File: config.mk
export PLATFORM = sky130hd
export DESIGN_NAME = divider_arbiter_flat
export DESIGN_NICKNAME = d
export VERILOG_FILES = /design/src/rtl/divider_arbiter_if.sv /design/src/rtl/divider_arbiter.sv /design/src/flat_wrapper.sv
export SDC_FILE = /design/constraint.sdc
export NUM_CORES = 1
export LEC_CHECK = 0
export BUFFER_PORTS_ARGS = -buffer_cell sky130_fd_sc_hd__buf_2
export CAP_MARGIN = 30
export CORE_AREA = 3 3 72 74
export CTS_CLUSTER_DIAMETER = 120
export DETAILED_ROUTE_END_ITERATION = 12
export DIE_AREA = 0 0 75 77
export GPL_TIMING_DRIVEN = 0
export PLACE_DENSITY = 0.76
export SLEW_MARGIN = 20
export SYNTH_ARGS = -nofsm -noshare
export SYNTH_HDL_FRONTEND = slang
export SYNTH_SLANG_ARGS = --single-unit
File: constraint.sdc
create_clock -name clk -period 2.75 [get_ports clk]
set_input_delay 0.275 -clock clk [delete_from_list [all_inputs] [get_ports clk]]
set_output_delay 0.275 -clock clk [all_outputs]
set_load 0.005 [all_outputs]
File: src/rtl/divider_arbiter_if.sv
// Requester-side bus of divider_arbiter: request operands/handshake and routed responses.
// master = requester clients, slave = arbiter.
interface divider_arbiter_if #(
    parameter int unsigned N   = 5,
    parameter int unsigned M   = 3,
    parameter int unsigned REQ = 4,
    parameter int unsigned IDW = 2
);
    logic [REQ-1:0]   req_valid;
    logic [REQ-1:0]   req_ready;
    logic [REQ*N-1:0] req_dividend;
    logic [REQ*M-1:0] req_divisor;
    logic [REQ-1:0]   rsp_valid;
    logic [IDW-1:0]   rsp_id;
    logic [N-1:0]     rsp_merchant;
    logic [N-1:0]     rsp_remainder;

    modport master (
        output req_valid, req_dividend, req_divisor,
        input  req_ready, rsp_valid, rsp_id, rsp_merchant, rsp_remainder
    );

    modport slave (
        input  req_valid, req_dividend, req_divisor,
        output req_ready, rsp_valid, rsp_id, rsp_merchant, rsp_remainder
    );
endinterface

File: src/rtl/divider_arbiter.sv
// Round-robin arbiter sharing one fixed-latency pipelined divider among REQ requesters.
// Optional DIVZERO_BYPASS_EN: zero-divisor requests skip the divider and return all-ones/dividend.
module divider_arbiter #(
    parameter int unsigned N   = 5,
    parameter int unsigned M   = 3,
    parameter int unsigned REQ = 4,
    parameter int unsigned LAT = 5,
    parameter int unsigned IDW = 2
) (
    input  logic                  clk,
    input  logic                  rst,
    input  logic                  pause,
    divider_arbiter_if.slave      cli,
    output logic                  div_rst_n,
    output logic                  div_data_rdy,
    output logic [N-1:0]          div_dividend,
    output logic [M-1:0]          div_divisor,
    input  logic                  div_rdy,
    input  logic [N-1:0]          div_merchant,
    input  logic [N-1:0]          div_remainder,
    output logic                  idle,
    output logic                  err_sync
);

    localparam int unsigned CNT_MAX = LAT + 2;
    localparam int unsigned CNTW    = $clog2(CNT_MAX + 1);
    localparam int unsigned PW      = IDW + 1;

    // Arbitration state and grant
    logic [IDW-1:0]  rr_ptr;
    logic [PW-1:0]   cand;
    logic            grant_any;
    logic [IDW-1:0]  grant_idx;
    logic [REQ-1:0]  grant_vec;
    logic [N-1:0]    grant_dividend;
    logic [M-1:0]    grant_divisor;
    logic            issue;

    // Tag pipeline, stage 0 aligned with div_data_rdy, stage LAT with div_rdy
    logic [LAT:0]    tag_valid;
    logic [IDW-1:0]  tag_id [LAT+1];
`ifdef DIVZERO_BYPASS_EN
    logic [LAT:0]    tag_byp;
    logic [N-1:0]    tag_dvd [LAT+1];
    logic            byp;
`endif

    // Response path
    logic            exp_rdy;
    logic            rsp_fire;
    logic [N-1:0]    rsp_merchant_nx;
    logic [N-1:0]    rsp_remainder_nx;
    logic [REQ-1:0]  rsp_valid_q;
    logic [IDW-1:0]  rsp_id_q;
    logic [N-1:0]    rsp_merchant_q;
    logic [N-1:0]    rsp_remainder_q;
    logic [CNTW-1:0] count;

    assign div_rst_n         = ~rst;
    assign cli.req_ready     = grant_vec;
    assign cli.rsp_valid     = rsp_valid_q;
    assign cli.rsp_id        = rsp_id_q;
    assign cli.rsp_merchant  = rsp_merchant_q;
    assign cli.rsp_remainder = rsp_remainder_q;
    assign idle              = rst | ((count == '0) & ~div_data_rdy);

    // Round-robin search starting at rr_ptr, first valid requester wins
    always_comb begin
        grant_any = 1'b0;
        grant_idx = '0;
        grant_vec = '0;
        cand      = '0;
        if (!rst && !pause) begin
            for (int k = 0; k < REQ; k++) begin
                cand = PW'({1'b0, rr_ptr}) + PW'(k);
                if (cand >= PW'(REQ)) begin
                    cand = cand - PW'(REQ);
                end
                if (!grant_any && cli.req_valid[IDW'(cand)]) begin
                    grant_any = 1'b1;
                    grant_idx = IDW'(cand);
                end
            end
        end
        if (grant_any) begin
            grant_vec[grant_idx] = 1'b1;
        end
    end

    always_comb begin
        grant_dividend = cli.req_dividend[32'(grant_idx) * N +: N];
        grant_divisor  = cli.req_divisor[32'(grant_idx) * M +: M];
`ifdef DIVZERO_BYPASS_EN
        byp   = grant_any & (grant_divisor == '0);
        issue = grant_any & ~byp;
`else
        issue = grant_any;
`endif
    end

    // Stage LAT decides whether a response is produced and what divider activity is expected
    always_comb begin
        exp_rdy          = tag_valid[LAT];
        rsp_fire         = tag_valid[LAT] & div_rdy;
        rsp_merchant_nx  = div_merchant;
        rsp_remainder_nx = div_remainder;
`ifdef DIVZERO_BYPASS_EN
        exp_rdy  = tag_valid[LAT] & ~tag_byp[LAT];
        rsp_fire = (exp_rdy & div_rdy) | (tag_valid[LAT] & tag_byp[LAT]);
        if (tag_byp[LAT]) begin
            rsp_merchant_nx  = '1;
            rsp_remainder_nx = tag_dvd[LAT];
        end
`endif
    end

    // Pointer, issue port and tag pipeline
    always_ff @(posedge clk) begin
        if (rst) begin
            rr_ptr       <= '0;
            div_data_rdy <= 1'b0;
            div_dividend <= '0;
            div_divisor  <= '0;
            tag_valid    <= '0;
            for (int k = 0; k <= LAT; k++) begin
                tag_id[k] <= '0;
            end
`ifdef DIVZERO_BYPASS_EN
            tag_byp <= '0;
            for (int k = 0; k <= LAT; k++) begin
                tag_dvd[k] <= '0;
            end
`endif
        end else begin
            if (grant_any) begin
                rr_ptr <= (grant_idx == IDW'(REQ - 1)) ? '0 : grant_idx + IDW'(1);
            end
            div_data_rdy <= issue;
            if (issue) begin
                div_dividend <= grant_dividend;
                div_divisor  <= grant_divisor;
            end
            tag_valid[0] <= grant_any;
            tag_id[0]    <= grant_idx;
            for (int k = 1; k <= LAT; k++) begin
                tag_valid[k] <= tag_valid[k-1];
                tag_id[k]    <= tag_id[k-1];
            end
`ifdef DIVZERO_BYPASS_EN
            tag_byp[0] <= byp;
            tag_dvd[0] <= grant_dividend;
            for (int k = 1; k <= LAT; k++) begin
                tag_byp[k] <= tag_byp[k-1];
                tag_dvd[k] <= tag_dvd[k-1];
            end
`endif
        end
    end

    // Response registers, misalignment flag and outstanding counter
    always_ff @(posedge clk) begin
        if (rst) begin
            rsp_valid_q     <= '0;
            rsp_id_q        <= '0;
            rsp_merchant_q  <= '0;
            rsp_remainder_q <= '0;
            err_sync        <= 1'b0;
            count           <= '0;
        end else begin
            rsp_valid_q <= '0;
            if (rsp_fire) begin
                rsp_valid_q     <= REQ'(1) << tag_id[LAT];
                rsp_id_q        <= tag_id[LAT];
                rsp_merchant_q  <= rsp_merchant_nx;
                rsp_remainder_q <= rsp_remainder_nx;
            end
            if (div_rdy != exp_rdy) begin
                err_sync <= 1'b1;
            end
            // A response is retired the cycle rsp_valid is presented
            if (grant_any && (rsp_valid_q == '0)) begin
                if (count != CNTW'(CNT_MAX)) begin
                    count <= count + CNTW'(1);
                end
            end else if (!grant_any && (rsp_valid_q != '0)) begin
                if (count != '0) begin
                    count <= count - CNTW'(1);
                end
            end
        end
    end

endmodule

File: src/flat_wrapper.sv
// flat-port wrapper written by rule: the top's interface ports become plain ports
module divider_arbiter_flat 
#(
    parameter int unsigned N   = 5,
    parameter int unsigned M   = 3,
    parameter int unsigned REQ = 4,
    parameter int unsigned LAT = 5,
    parameter int unsigned IDW = 2
)
  (clk, rst, pause, div_rst_n, div_data_rdy, div_dividend, div_divisor, div_rdy, div_merchant, div_remainder, idle, err_sync, cli_req_valid, cli_req_dividend, cli_req_divisor, cli_req_ready, cli_rsp_valid, cli_rsp_id, cli_rsp_merchant, cli_rsp_remainder);
  divider_arbiter_if #(.N(N), .M(M), .REQ(REQ), .IDW(IDW)) cli_i ();
  input  logic clk;
  input  logic rst;
  input  logic pause;
  output logic div_rst_n;
  output logic div_data_rdy;
  output logic [N-1:0] div_dividend;
  output logic [M-1:0] div_divisor;
  input  logic div_rdy;
  input  logic [N-1:0] div_merchant;
  input  logic [N-1:0] div_remainder;
  output logic idle;
  output logic err_sync;
  input wire logic [$bits(cli_i.req_valid)-1:0] cli_req_valid;
  input wire logic [$bits(cli_i.req_dividend)-1:0] cli_req_dividend;
  input wire logic [$bits(cli_i.req_divisor)-1:0] cli_req_divisor;
  output wire logic [$bits(cli_i.req_ready)-1:0] cli_req_ready;
  output wire logic [$bits(cli_i.rsp_valid)-1:0] cli_rsp_valid;
  output wire logic [$bits(cli_i.rsp_id)-1:0] cli_rsp_id;
  output wire logic [$bits(cli_i.rsp_merchant)-1:0] cli_rsp_merchant;
  output wire logic [$bits(cli_i.rsp_remainder)-1:0] cli_rsp_remainder;
  assign cli_i.req_valid = cli_req_valid;
  assign cli_i.req_dividend = cli_req_dividend;
  assign cli_i.req_divisor = cli_req_divisor;
  assign cli_req_ready = cli_i.req_ready;
  assign cli_rsp_valid = cli_i.rsp_valid;
  assign cli_rsp_id = cli_i.rsp_id;
  assign cli_rsp_merchant = cli_i.rsp_merchant;
  assign cli_rsp_remainder = cli_i.rsp_remainder;
  divider_arbiter #(.N(N), .M(M), .REQ(REQ), .LAT(LAT), .IDW(IDW)) u_core (.clk(clk), .rst(rst), .pause(pause), .cli(cli_i), .div_rst_n(div_rst_n), .div_data_rdy(div_data_rdy), .div_dividend(div_dividend), .div_divisor(div_divisor), .div_rdy(div_rdy), .div_merchant(div_merchant), .div_remainder(div_remainder), .idle(idle), .err_sync(err_sync));
endmodule
== Word level (Yosys, flattened, before mapping) ==
Memory sizes are Yosys's and may differ from the RTL's.
Index checks and enable logic that the tools add are counted.
W data, S select, Z words.

* RAM bits: 12
* Output and inout port bits: 32
* Register bits after elaboration: 37
* Bits of input ports: 50
* Memories kept: 1

{| class="wikitable"
|+ Memory list
! name !! words !! bits a word !! read ports !! clocked after memory_dff !! write ports !! line !! text
|-
| u_core.tag_id || 6 || 2 || 6 || 0 || 6 || divider_arbiter.sv:41 || <nowiki>logic [IDW-1:0] tag_id [LAT+1];</nowiki>
|}

* Order comparisons: 10
* $add $sub $neg: 10
* Bitwise logic cells: 12
* Reduce and logical (&&, ||, !) cells: 21
* Equal/unequal tests: 4
* Shift-type cells: 3
* Multiply operators: 2
* Muxes and demuxes: 46

{| class="wikitable"
|+ Operators by type and width
! kind !! number
|-
| $mux W2 || 20
|-
| $shiftx A20 B6 Y5 || 1
|-
| $mux W1 || 16
|-
| $lt A2 B3 Y1 const B || 5
|-
| $mux W3 || 4
|-
| $shiftx A12 B5 Y3 || 1
|-
| $ge A3 B3 Y1 const B || 3
|-
| $bmux W1 S2 || 4
|-
| $sub A2 B1 Y2 const B || 4
|-
| $logic_and A1 B1 Y1 || 7
|-
| $or A1 B1 Y1 || 7
|-
| $add A2 B2 Y3 const B || 2
|-
| $logic_not A1 Y1 || 6
|-
| $mul A2 B3 Y5 const B || 1
|-
| $logic_not A4 Y1 || 1
|-
| $mul A2 B2 Y4 const B || 1
|-
| $mux W4 || 1
|-
| $reduce_bool A2 Y1 || 2
|-
| $reduce_bool A4 Y1 || 1
|-
| $shl A1 B2 Y4 const A || 1
|-
| $add A2 B1 Y3 const B || 1
|-
| $add A3 B1 Y3 const B || 1
|-
| $ge A2 B3 Y1 const B || 1
|-
| $logic_not A3 Y1 || 1
|-
| 13 further kinds || 16
|}

== Logic depth before layout (Yosys ltp) ==
* Word-level depth: 24
* Depth in mapped cells: 12
* Depth with buffers taken out: 10

== Worst setup path after synthesis ==
Ideal clock, no wire load.

* Kind: input to register
* Start point: input port cli_req_valid[2]
* End point: register u_core.count[2]
* Stages on the path: 11
* Data arrival time: 2089 ps
* Setup slack: 573 ps
* Cell sequence: or4_4 -> nand2_8 -> inv_4 -> buf_6 -> nand2_1 -> xor2_1 -> ha_1 -> inv_1 -> nand2_1 -> o311a_1 -> a311oi_2

* Word-level cells in the longest chain between the ends: 20
* Elaborated cells between the ends (all ways): 30
* Those cells by class: eq/ne (1); mux (17); reduce/logical (12)

{| class="wikitable"
|+ RTL lines
! what !! line !! text
|-
| from (decl) || flat_wrapper.sv:24 || <nowiki>input wire logic [$bits(cli_i.req_valid)-1:0] cli_req_valid;</nowiki>
|-
| $bmux W1 S2 || divider_arbiter.sv:79 || <nowiki>if (!grant_any && cli.req_valid[IDW'(cand)]) begin</nowiki>
|-
| $mux W1 (not written as such) || divider_arbiter.sv:79 ||
|-
| $mux W1 || divider_arbiter.sv:79 ||
|-
| $mux W1 || divider_arbiter.sv:73 || <nowiki>if (!rst && !pause) begin</nowiki>
|-
| $logic_not A1 Y1 || divider_arbiter.sv:79 ||
|-
| $logic_and A1 B1 Y1 || divider_arbiter.sv:79 ||
|-
| $mux W1 || divider_arbiter.sv:79 ||
|-
| $mux W1 || divider_arbiter.sv:73 ||
|-
| (+4 left out) || - ||
|-
| $logic_not A1 Y1 || divider_arbiter.sv:79 ||
|-
| $logic_and A1 B1 Y1 || divider_arbiter.sv:79 ||
|-
| $mux W1 (*) || divider_arbiter.sv:79 ||
|-
| $mux W1 (*) || divider_arbiter.sv:73 ||
|-
| $logic_not A1 Y1 || divider_arbiter.sv:185 || <nowiki>end else if (!grant_any && (rsp_valid_q != '0)) begin</nowiki>
|-
| $logic_and A1 B1 Y1 || divider_arbiter.sv:185 ||
|-
| $reduce_bool A2 Y1 (no source line) || - ||
|-
| $reduce_and A3 Y1 (no source line) || - ||
|-
| to (signal assigned) || divider_arbiter.sv:183 || <nowiki>count <= count + CNTW'(1);</nowiki>
|-
| to (signal assigned) || divider_arbiter.sv:187 || <nowiki>count <= count - CNTW'(1);</nowiki>
|-
| to (decl) || divider_arbiter.sv:57 || <nowiki>logic [CNTW-1:0] count;</nowiki>
|}

Mark *: on every way between the ends. The rest lies on a longest branch, timed or not. The select of a mux whose other input is x is not followed.
A chain may end at the register's enable or synchronous reset.

== Worst setup path after layout ==
* Start point: register u_core.rr_ptr[1]
* End point: output port cli_req_ready[0]

* Word-level cells in the longest chain between the ends: 24
* Elaborated cells between the ends (all ways): 52
* Those cells by class: add/sub (7); order compare (6); mux (32); reduce/logical (7)

{| class="wikitable"
|+ RTL lines
! what !! line !! text
|-
| from (decl) || divider_arbiter.sv:30 || <nowiki>logic [IDW-1:0] rr_ptr;</nowiki>
|-
| from (signal assigned) || divider_arbiter.sv:136 || <nowiki>rr_ptr <= (grant_idx == IDW'(REQ - 1)) ? '0 : grant_idx + IDW'(1);</nowiki>
|-
| $ge A2 B3 Y1 / $sub A2 B1 Y2 (equally long branches) || divider_arbiter.sv:76, divider_arbiter.sv:77 ||
|-
| $mux W2 || divider_arbiter.sv:76 || <nowiki>if (cand >= PW'(REQ)) begin</nowiki>
|-
| $mux W2 || divider_arbiter.sv:73 ||
|-
| $bmux W1 S2 || divider_arbiter.sv:79 ||
|-
| $mux W1 (not written as such) || divider_arbiter.sv:79 ||
|-
| $mux W1 || divider_arbiter.sv:79 ||
|-
| $mux W1 || divider_arbiter.sv:73 ||
|-
| $logic_not A1 Y1 || divider_arbiter.sv:79 ||
|-
| (+9 left out) || - ||
|-
| $mux W2 (*) || divider_arbiter.sv:79 ||
|-
| $mux W2 (*) || divider_arbiter.sv:73 ||
|-
| named net u_core.grant_idx[1] || divider_arbiter.sv:33 || <nowiki>logic [IDW-1:0] grant_idx;</nowiki>
|-
| $lt A2 B3 Y1 (not written as such) / $ge A2 B1 Y1 (equally long branches) || divider_arbiter.sv:86 || <nowiki>grant_vec[grant_idx] = 1'b1;</nowiki>
|-
| $logic_and A1 B1 Y1 (not written as such) || divider_arbiter.sv:86 ||
|-
| $mux W1 (not written as such) || divider_arbiter.sv:86 ||
|-
| $demux W1 S2 (*) || - ||
|-
| $mux W4 (*) || divider_arbiter.sv:85 || <nowiki>if (grant_any) begin</nowiki>
|-
| to (decl) || flat_wrapper.sv:27 || <nowiki>output wire logic [$bits(cli_i.req_ready)-1:0] cli_req_ready;</nowiki>
|}

Mark *: on every way through the listed nets, which the timed path passes. The rest lies on a longest branch. The select of a mux whose other input is x is not followed.

==> results_dict.tcl <==
set metrics [dict create \
    outcome "complete, no violations" \
    cp_cell_sequence "inv_1 > a221oi_1 > o221a_2 > buf_2 > inv_1 > ha_1 > and3_2 > buf_2" \
    hold_ws_ns 0.2116 \
    grt_first_pass_wirelength_um 8121 \
    die_w_um 75 \
    cp_max_fo 11 \
    multiInputGateArea_um2 1102 \
    grt_usage 0.1779 \
    period_needed_ns 2.492 \
    cts_sinks 48 \
    drt_pre_antenna_iters 4 \
    synth_edf_count 0 \
    syn_to_final_growth_pct 26.05 \
    place_congestion 0.8325 \
    drtIter0Drc 94 \
    syn_inst 223 \
    drive_gt1_frac 0.3537 \
    ir_drop_v 0.0002919 \
    htreeDepth 2 \
    fin_skew_ns 0.008653 \
    cts_hold_buffers 0 \
    async_reset_ff_frac 0 \
    p_per_area_nw_per_um2 505.0 \
    row_count 25 \
    critPathRequiredTime_ns 2.48 \
    ff_latch_area_um2 960.9 \
    core_um2 4661 \
    synthesis.nets 279 \
    critical_path_arrival_ns 2.22 \
    via_per_inst 5.337 \
    cp_num_buf_inv 4 \
    grt_max_degree 16 \
    synth_top_area_share 0.4437 \
    final.fill_count 406 \
    path_clk_slew_ns 0.09 \
    final.period_utilization 0.9061 \
    ctsResizeCount 0 \
    drc 0 \
    crit_slowest_cell "dfxtp_1" \
    antenna_found_initial 0 \
    grt_pass1_vias 1887 \
    io_buffer_count 80 \
    postCtsSetupRepairBufs 0 \
    netlist_area_um2 2166 \
    syn_avg_cell_area_um2 9.712 \
    critPathKind "reg2out" \
    pre_cts_ws_ns 0.2860 \
    nets 366 \
    max_freq_ghz 0.4013 \
    worst_slack_ns 0.2583 \
    numCtsBuffers 5 \
    synth_top_cell_by_area "dfxtp_1" \
    tightest_slew_ns 0.9179 \
    cap_viol_max_count 0 \
    ys_warn_count 0 \
    relSlewSlack 0.3824 \
    overflow 0 \
    cts_root_buf "clkbuf_8" \
    synth_ff_type "dfxtp_1" \
    hold_path_class "in2reg" \
    cp-start-kind "register" \
    vias 1948 \
    routedWlPerCell_um 13.50 \
    dieArea_um2 5775 \
    setup_viol 0 \
    ys_types 52 \
    clock_latency_ns 0.30 \
    routed_wirelength_um 4927 \
    antenna_cells 0 \
    die_h_um 77 \
    ant_nets 0 \
    synth_seq_cells 48 \
    finalHoldViolCount 0 \
    boundaryPins 82 \
    setup_tns_ns 0 \
    hpwl_um 3786 \
    cp-end-kind "output port" \
    seq_area_frac_synth 0.4437 \
    start_util 0.4647 \
    crit_family "buffers and inverters" \
    rsz0062_at_grt "false" \
    ys_top_cells_by_area "dfxtp_1 44%, mux2i_1 8.3%, nor2b_1 4.6%" \
    leakagePower_nw 1.256 \
    finalMaxSlewViolations 0 \
    cts_tree "yes" \
    cpPeakStageDelay_ns 0.44 \
    clockBufferDepth 2 \
]
## per-stage QoR
| stage | instance area (µm²) | std cells | util | power, mW |
|---|---|---|---|---|
| 6_report | 2730 | 365 | 0.5858 | 1.379 |
| 5_1_grt | 2730 | 365 | 0.5858 | 1.449 |
| 2_1_floorplan | 2166 | 223 | - | 0.8691 |
| 3_5_place_dp | 2634 | 357 | 0.5651 | 0.9573 |
| 4_1_cts | 2730 | 365 | 0.5858 | 1.396 |
| 3_3_place_gp | 2634 | 357 | 0.5651 | 0.9520 |
## logic make-up (layout without fill, tap and decap cells)
family                   count (synthesis)  in the layout  synth area share
AO/OA/AOI/OAI                           47             47            0.1762
XOR/XNOR                                 2              2          0.008089
adder cells (fa/ha/maj)                  6              6           0.03466
buffers and inverters                   22            110           0.04737
flip-flops                              48             48            0.4437
multiplexers                            18             18           0.08319
AND/OR/NAND/NOR                         80             80            0.2068
## final timing paths
kind | endpoint | startpoint | cells past startpoint | slack, ns
worst min-delay path | u_core.cli.rsp_merchant[3] | div_merchant[3] | 3 | 0.21
worst max register to register | u_core.count[2] | u_core.cli.rsp_valid[1] | 8 | 0.30
worst min register to register | u_core.tag_valid[5] | u_core.tag_valid[4] | 1 | 0.44
worst max-delay path | cli_req_ready[0] | u_core.rr_ptr[1] | 8 | 0.26
## metal layers
| metal | vias to the layer above | part of all wire | global-route usage |
|---|---|---|---|
| met4 | 0 | 0.016 | 0.05872 |
| met5 | - | 0 | 0 |
| met2 | 86 | 0.47 | 0.2909 |
| li1 | 965 | - | - |
| met3 | 8 | 0.096 | 0.06684 |
| met1 | 889 | 0.42 | 0.2101 |
## worst register-to-register path, cell delays in order, from the launching register on
cell      delay [ns]
dfxtp_1         0.33
nor4_1          0.80
nand2_1         0.19
xor2_1          0.19
ha_1            0.20
inv_1           0.07
nand2_1         0.05
o311a_1         0.31
a311oi_2        0.23
## final cells by class
type / count / area share
Multi-Input combinational cell: 153 / 0.4038
Sequential cell: 48 / 0.3520
Timing Repair Buffer: 80 / 0.1467
Clock buffer: 6 / 0.03025
Tap cell: 54 / 0.02475
Buffer: 10 / 0.02016
Inverter: 12 / 0.01742
Clock inverter: 2 / 0.005041
## registers in the layout, indices dropped and copies added, names as in the netlist, 3 cells and up
signal	cells
u_core.tag_valid	6
u_core.div_dividend	5
u_core.count	3
u_core.cli.rsp_remainder	5
u_core.cli.rsp_merchant	5
u_core.tag_id	12
u_core.cli.rsp_valid	4
u_core.div_divisor	3
## cells in the mapped netlist (6+ instances only)
cell type,n
o221ai_1,8
o211ai_1,6
nor2_1,21
nand2_1,15
mux2i_1,18
dfxtp_1,48
inv_1,10
nand2b_1,6
ha_1,6
nor2b_1,16
a21oi_1,7
## power by group
group | total (mW) | switching, mW | leakage (nW) | internal (mW)
Combinational | 0.202 | 0.105 | 0.814 | 0.0966
Clock | 0.438 | 0.233 | 0.0516 | 0.206
Sequential | 0.739 | 0.0188 | 0.390 | 0.720
Total | 1.38 | 0.356 | 1.26 | 1.02
## layout by cell type, fill, tap and decap left out, types with 3 or more instances in the layout
master,count
clkbuf_8,6
o221ai_1,8
ha_1,6
nand3_1,5
mux2i_1,18
inv_1,10
dfxtp_1,48
nand2_1,15
buf_2,82
nor2b_1,16
o21ai_0,3
nor2_1,21
clkbuf_1,5
nand2b_1,6
o211ai_1,6
a21oi_1,7
Power figures use the tool's default switching activity.
